### src/rtl/flash_read_arbiter_pkg.sv
// flash_read_arbiter_pkg: shared flash constants, arbiter states and sizing helper
package flash_read_arbiter_pkg;
  localparam int FLASH_ADDR_WIDTH = 24;
  localparam logic [7:0] RESP_ERR_BYTE = 8'hFF;
  typedef enum logic [1:0] {
    WAIT_SETUP = 2'd0,
    IDLE       = 2'd1,
    READ       = 2'd2,
    GAP        = 2'd3
  } arb_state_t;
  function automatic int idx_w(input int n);
    return n > 1 ? $clog2(n) : 1;
  endfunction
endpackage

### src/rtl/flash_read_arbiter_rr_pick.sv
// flash_read_arbiter_rr_pick: round-robin winner search starting after last grant
module flash_read_arbiter_rr_pick #(
  parameter int N  = 2,
  parameter int IW = 1
) (
  input  logic [N-1:0]  req,
  input  logic [IW-1:0] last,
  output logic [N-1:0]  gnt,
  output logic [IW-1:0] idx,
  output logic          any
);
  always_comb begin
    gnt = '0;
    idx = '0;
    any = 1'b0;
    for (int k = 1; k <= N; k++) begin
      if (!any && req[(int'(last) + k) % N]) begin
        any = 1'b1;
        idx = IW'((int'(last) + k) % N);
        gnt[(int'(last) + k) % N] = 1'b1;
      end
    end
  end
endmodule

### src/rtl/flash_read_arbiter.sv
// flash_read_arbiter: round-robin sharing of the qspi_flash read port with per-read timeout
module flash_read_arbiter
  import flash_read_arbiter_pkg::*;
#(
  parameter int NUM_REQ    = 2,
  parameter int ADDR_WIDTH = FLASH_ADDR_WIDTH,
  parameter int TIMEOUT    = 1024
) (
  input  logic                          clk,
  input  logic                          resetn,
  input  logic [NUM_REQ-1:0]            req_valid,
  input  logic [NUM_REQ*ADDR_WIDTH-1:0] req_addr,
  output logic [NUM_REQ-1:0]            req_ready,
  output logic [NUM_REQ-1:0]            resp_valid,
  output logic [7:0]                    resp_data,
  output logic                          resp_err,
  output logic                          busy,
  input  logic                          flash_setup_done,
  input  logic                          flash_data_ready,
  input  logic [7:0]                    flash_data,
  output logic [ADDR_WIDTH-1:0]         flash_addr,
  output logic                          flash_do_read
);
  localparam int IW = idx_w(NUM_REQ);
  localparam int TW = $clog2(TIMEOUT) + 1;
  arb_state_t state;
  logic [IW-1:0] last_grant, grant, pick_idx;
  logic [NUM_REQ-1:0] pick_gnt;
  logic pick_any;
  logic [TW-1:0] timer;
  flash_read_arbiter_rr_pick #(.N(NUM_REQ), .IW(IW)) u_pick (
    .req (req_valid),
    .last(last_grant),
    .gnt (pick_gnt),
    .idx (pick_idx),
    .any (pick_any)
  );
  // accept is combinational so the requester sees req_ready in the cycle it wins
  assign req_ready = (state == IDLE && flash_setup_done && pick_any) ? pick_gnt : '0;
  always_ff @(posedge clk or negedge resetn) begin
    if (!resetn) begin
      state         <= WAIT_SETUP;
      last_grant    <= IW'(NUM_REQ - 1);
      grant         <= '0;
      timer         <= '0;
      flash_addr    <= '0;
      flash_do_read <= 1'b0;
      resp_valid    <= '0;
      resp_data     <= '0;
      resp_err      <= 1'b0;
      busy          <= 1'b0;
    end else begin
      resp_valid <= '0;
      if (!flash_setup_done) begin
        state         <= WAIT_SETUP;
        flash_do_read <= 1'b0;
        busy          <= 1'b1;
        if (state == READ) begin
          resp_valid <= NUM_REQ'(1) << grant;
          resp_data  <= RESP_ERR_BYTE;
          resp_err   <= 1'b1;
          last_grant <= grant;
        end
      end else begin
        case (state)
          WAIT_SETUP: begin
            state <= IDLE;
            busy  <= 1'b0;
          end
          IDLE: begin
            busy <= pick_any;
            if (pick_any) begin
              flash_addr    <= req_addr[int'(pick_idx)*ADDR_WIDTH +: ADDR_WIDTH];
              grant         <= pick_idx;
              flash_do_read <= 1'b1;
              timer         <= '0;
              state         <= READ;
            end
          end
          READ: begin
            timer <= (timer == '1) ? timer : timer + TW'(1);
            // data_ready outranks an expiring timer in the same cycle
            if (flash_data_ready || timer == TW'(TIMEOUT - 1)) begin
              resp_valid    <= NUM_REQ'(1) << grant;
              resp_data     <= flash_data_ready ? flash_data : RESP_ERR_BYTE;
              resp_err      <= !flash_data_ready;
              flash_do_read <= 1'b0;
              last_grant    <= grant;
              state         <= GAP;
            end
          end
          default: begin
            state <= IDLE;
            busy  <= 1'b0;
          end
        endcase
      end
    end
  end
endmodule

### config.mk
export PLATFORM = sky130hd
export DESIGN_NAME = flash_read_arbiter
export DESIGN_NICKNAME = d
export VERILOG_FILES = /design/src/rtl/flash_read_arbiter_pkg.sv /design/src/rtl/flash_read_arbiter_rr_pick.sv /design/src/rtl/flash_read_arbiter.sv
export SDC_FILE = /design/constraint.sdc
export NUM_CORES = 1
export LEC_CHECK = 0
export CORE_MARGIN = 3
export CORE_UTILIZATION = 46
export CTS_BUF_LIST = sky130_fd_sc_hd__clkbuf_16
export DETAILED_ROUTE_END_ITERATION = 16
export GPL_ROUTABILITY_DRIVEN = 0
export GPL_TIMING_DRIVEN = 0
export PLACE_DENSITY_LB_ADDON = 0.05
export SYNTH_ARGS = -nofsm -noshare
export SYNTH_HDL_FRONTEND = slang
export SYNTH_SLANG_ARGS = --single-unit
### constraint.sdc
create_clock -name clk -period 4.8 [get_ports clk]
set_clock_uncertainty 0.05 [all_clocks]
set_input_delay 0.48 -clock clk [delete_from_list [all_inputs] [get_ports clk]]
set_output_delay 0.48 -clock clk [all_outputs]
set_load 0.1 [all_outputs]
After elaboration in Yosys (flattened, before gate mapping)
Index checks and enable logic that the tools add are counted.
{"block": "classes", "add_sub_neg": 3, "multipliers": 1, "n_lt_le_gt_ge": 4, "eq_ne": 11, "shifts": 2, "n_mux": 47, "n_bitwise": 3, "reduce_logical": 14}
{"cell": "48-bit by 7-bit indexed part select with 24-bit output", "count": 1}
{"cell": "8-bit 2-to-1 mux", "count": 5}
{"cell": "1-bit 2-to-1 mux", "count": 24}
{"cell": "11-bit 2-to-1 mux", "count": 2}
{"cell": "11-bit case mux with 2 select lines", "count": 1}
{"cell": "2-bit 2-to-1 mux", "count": 10}
{"cell": "11-bit by 1-bit adder with 11-bit output (second input constant)", "count": 1}
{"cell": "11-bit by 10-bit == test with 1-bit output (second input constant)", "count": 1}
{"cell": "11-bit == test (second input constant)", "count": 1}
{"cell": "2-bit by 3-bit < comparator with 1-bit output (second input constant)", "count": 2}
{"cell": "2-bit inequality test (second input constant)", "count": 3}
{"cell": "3-bit AND reduction", "count": 2}
{"cell": "1-bit logical AND", "count": 5}
{"cell": "2-bit by 1-bit >= comparator with 1-bit output (second input constant)", "count": 2}
{"cell": "1-bit case mux with 2 select lines", "count": 2}
{"cell": "2-bit case mux with 2 select lines", "count": 1}
{"cell": "2-bit AND reduction", "count": 2}
{"cell": "4-bit AND reduction", "count": 1}
{"cell": "1-bit by 2-bit multiplier with 3-bit output (second input constant)", "count": 1}
{"cell": "3-bit by 1-bit inequality test with 1-bit output (second input constant)", "count": 1}
{"cell": "3-bit by 2-bit inequality test with 1-bit output (second input constant)", "count": 1}
{"cell": "3-bit inequality test (second input constant)", "count": 1}
{"cell": "1-bit adder (second input constant)", "count": 2}
{"cell": "1-bit AND (first input constant)", "count": 2}
{"cell": "other kinds (9)", "count": 11}
{"block": "word_totals", "reg_bits": 52, "inputBits": 62}

Logic depth before layout (Yosys ltp)
{"block": "logic_depth", "ltp_word": 12, "mapped_depth": 8, "ltp_nobuf": 6}

Modules after synthesis
Synthesis repeated with hierarchy kept, for this count alone.
{"block": "hier_totals", "hier_cells": 240, "hier_area_um2": 2549.9}
{"mod": "flash_read_arbiter", "instances": 1, "cells_per_inst": 235, "area_each_um2": 2517.4, "seq_area_each_um2": 1302.5}
{"mod": "flash_read_arbiter_rr_pick", "instances": 1, "cells_per_inst": 5, "area_each_um2": 32.5, "seq_area_each_um2": 0.0}

Least setup slack after synthesis
OpenSTA, ideal clock, no wires.
{"block": "synth_timing", "path_type": "register to output", "startpoint": "register state[1]", "endpoint": "output req_ready[0]", "arrival_time_ns": 2.396, "t_required_ns": 4.270, "slack_ns": 1.874, "stages_incl_launch_ff": 7, "n_path_buf": 1, "cell_sequence": "dfrtp_1 > inv_1 > ha_1 > o21a_1 > nand2_1 > clkbuf_1 > nor2_1"}
{"block": "synth_between", "elab_chain_cells": 4}
{"item": "from (decl)", "line": "flash_read_arbiter.sv:26", "source": "arb_state_t state;"}
{"item": "from (signal assigned)", "line": "flash_read_arbiter.sv:42", "source": "state <= WAIT_SETUP;"}
{"item": "from (signal assigned)", "line": "flash_read_arbiter.sv:55", "source": "state <= WAIT_SETUP;"}
{"item": "from (signal assigned)", "line": "flash_read_arbiter.sv:67", "source": "state <= IDLE;"}
{"item": "2-bit by 1-bit == test with 1-bit output", "line": "flash_read_arbiter.sv:39", "source": "assign req_ready = (state == IDLE && flash_setup_done && pick_any) ? pick_gnt : '0;"}
{"item": "1-bit logical AND (2 in series)", "line": "flash_read_arbiter.sv:39"}
{"item": "2-bit 2-to-1 mux", "line": "flash_read_arbiter.sv:39"}
{"item": "to (decl)", "line": "flash_read_arbiter.sv:13", "source": "output logic [NUM_REQ-1:0] req_ready,"}
Every way passes these cells.

Worst setup path after layout
{"block": "layout_timing", "startpoint": "input req_valid[0]", "endpoint": "output req_ready[0]"}
{"block": "layout_between", "elab_chain_cells": 9, "elab_cells_between_ends": 15, "cone_classes": "mux (11); bitwise (1); reduce/logical (3)"}
{"item": "from (decl)", "line": "flash_read_arbiter.sv:11", "source": "input logic [NUM_REQ-1:0] req_valid,"}
{"item": "1-bit 2-to-1 mux (implied by the code) (3 in series)", "line": "flash_read_arbiter_rr_pick.sv:17", "source": "if (!any && req[(int'(last) + k) % N]) begin"}
{"item": "1-bit 2-to-1 mux", "line": "flash_read_arbiter_rr_pick.sv:17"}
{"item": "1-bit logical NOT", "line": "flash_read_arbiter_rr_pick.sv:17"}
{"item": "1-bit logical AND", "line": "flash_read_arbiter_rr_pick.sv:17"}
{"item": "1-bit 2-to-1 mux", "line": "flash_read_arbiter_rr_pick.sv:17"}
{"item": "1-bit logical AND", "line": "flash_read_arbiter.sv:39"}
{"item": "2-bit 2-to-1 mux (*)", "line": "flash_read_arbiter.sv:39"}
Every way passes the cells marked *; elsewhere a longest branch is shown, timed or not. The select of a mux whose other input is x is not followed.

==> reports/summary.txt <==
Required time of the critical path: 4.27 ns
CP Launch Type: input pin
Final setup vio count: 0
Reg2reg setup slack: 2.64 ns
Area growth syn-to-layout: 50.0%
Most numerous cell on the critical path: clkdlybuf4s50_1
Clk buf depth: 2
Final-stage net count: 410
Setup Buffers After CTS: 0
Ant. Diodes: 0
Max Cap Viol: 0
Finished Layout Cells: 416
DR iter-0 viols: 89
Vias: 2201
CTS tree: done
Largest net degree at the start of global routing: 33
Die H: 79.2 um
Number of global-route vias before repair: 2168
Mapped Cells: 238
Highest Clock Rate: 0.283 GHz
Pwr Total: 2.64 mW
Die ar.: 0.00628 mm2
Worst-path fanout max: 10
Post-route design area: 0.00370 mm2
CP max stage delay: 1.17 ns
Clock Tree Root: clkbuf_16
DRC: 0
GRT Total Usage: 0.208
Placed cell count: 408
Worst path cell trace: clkdlybuf4s50_1 -> o21a_1 -> nand2_1 -> clkbuf_1 -> nor2_1 -> clkdlybuf4s50_1
Slew HR: 0.317
Seq cells post-synth: 52
Port bufs: 99
Worst-Skew Late Latency: 0.28 ns
Worst-Margin Slew: 1.02 ns
Global-route wire length before repair: 10200 um
Outcome: finished clean
Count of cell types in the netlist: 40
Placement row count: 26
Die X: 79.2 um
Area after DPL: 0.00356 mm2
Final hold slack: 0.109 ns
Hold buffer count at cts: 0
Yosys Warn Count: 0
Clk sinks: 52
Antenna Nets Post-Route: 0
Crit end category: primary output
Post-synth net total: 303
PostCTS Resize Cnt: 0
Congestion Overflow GR: 0
Commonest non-fill, non-tap cell in the layout: clkdlybuf4s50_1
Via density: 5.29
RSZ-0062 raised after global routing: no
Pre-antenna DRT Iters: 6
Endpoints failing hold: 0
Detailed placer's ending HPWL: 4650 um
Layout cells sized above 1: 0.0578
Seq/Total Area, Yosys: 0.528
Routed length per instance: 14.9 um
Commonest cells after routing, fill and taps aside: 98 x clkdlybuf4s50_1, 51 x dfrtp_1, 36 x o21ai_0
Part of the cycle the worst path needs: 0.736
H-tree levels: 2
Filler cells: 420
Initial antenna violation count: 0
Boundary Pins: 101
Mapped Area: 0.00247 mm2
Setup TNS: 0 ns
Avg Cell Area, Syn: 10.4 um2
Static Leakage: 1.56 nW
Core area: 0.00514 mm2
Routed wire length: 6210 um
Final max-slew violation count: 0
VDD IR max: 422 uV
Hold WC Path Type: in -> async
CTS Buf Count: 5
Starting Density: 0.480
Clock slew at reported path FFs: 0.07 ns
Power per cell area: 714 mW/mm2
Crit Path Class: in -> out
Critical-path top delay cell: clkdlybuf4s50_1
Tmin final: 3.53 ns
Critical path arrival: 3.00 ns
worst paths after layout:
| path | start | cells after the start | end |
|---|---|---|---|
| worst max-delay path | req_valid[0] | 6 | req_ready[0] |
| worst min-delay path | resetn | 1 | timer[4]$_DFFE_PN0P_ |
| worst max register to register | state[0]$_DFFE_PN0P_ | 5 | timer[5]$_DFFE_PN0P_ |
| worst min register to register | flash_addr[5]$_DFFE_PN0P_ | 2 | flash_addr[5]$_DFFE_PN0P_ |
| max in group asynchronous | resetn | 2 | last_grant$_DFFE_PN1P_ |
| min in group clk | flash_setup_done | 2 | busy$_DFFE_PN0P_ |
state kept, by name (all words and copies together) (netlist names):
name / flops
flash_addr: 24
resp_data: 8
grant: 1
busy: 1
flash_do_read: 1
resp_valid: 2
resp_err: 1
timer: 11
last_grant: 1
state: 2
stage by stage:
stage	utilization	worst slack (ns)
3_5_place_dp	0.693	1.29
2_1_floorplan	-	1.87
3_3_place_gp	0.690	1.26
5_1_grt	0.720	1.15
4_1_cts	0.720	1.27
6_report	0.720	1.27
routing by layer:
| metal | routed length [um] | global-route usage |
|---|---|---|
| met1 | 2470 | 0.235 |
| met2 | 3190 | 0.357 |
| met3 | 487 | 0.0884 |
| met4 | 70 | 0.0653 |
| met5 | 0 | 0 |
cell type report:
type / instances / area [um2] / area share
clock buffer: 5 / 125 / 0.0338
clock inverter: 3 / 15.0 / 0.00406
inverter: 7 / 26.3 / 0.00710
sequential: 52 / 1300 / 0.352
timing repair buffer: 100 / 1010 / 0.272
tap: 70 / 87.6 / 0.0237
multi-input combinational: 167 / 1080 / 0.292
buffer: 12 / 57.6 / 0.0156
cells in the mapped netlist, drive strengths merged:
cell,number,area [um2]
o31ai,3,22.5
dfstp,1,26.3
o31a,1,8.76
nor2b,3,18.8
o22a,8,70.1
o221ai,1,8.76
nor4,3,18.8
mux2i,26,260
nand2,35,131
o21a,2,15.0
o21ai,37,185
mux2,1,11.3
a311oi,1,8.76
or3,1,6.26
a21o,1,7.51
buf,6,35.0
nand2b,5,31.3
inv,7,26.3
dfrtp,51,1280
nand3,6,30.0
o311ai,1,8.76
clkbuf,6,22.5
nor3,3,15.0
a22o,2,17.5
nand4,2,12.5
or4,3,22.5
ha,3,37.5
and2,1,6.26
nand3b,1,7.51
nor3b,1,7.51
o41ai,1,16.3
a32o,1,10.0
or3b,1,8.76
o211a,1,10.0
or4b,1,13.8
nor2,6,22.5
a21oi,5,28.8
cell families after synthesis:
kind of cell | count (synthesis) | share of synthesized area
compound gates | 65 | 0.169
fa+ha+maj | 3 | 0.0152
buf+inv | 19 | 0.0340
flops | 52 | 0.528
mux | 27 | 0.110
simple gates | 72 | 0.143
power by group:
part | total (mW) | internal (mW) | switching (mW)
logic | 1.63 | 0.390 | 1.24
registers | 0.675 | 0.592 | 0.0835
clock network | 0.342 | 0.190 | 0.152
critical path: cells and delay by family:
family / cells / cell delay (ns)
compound gates: 1 / 0.19
simple gates: 2 / 0.30
buf+inv: 3 / 2.03
No activity file was read; power rests on OpenSTA's default activity.
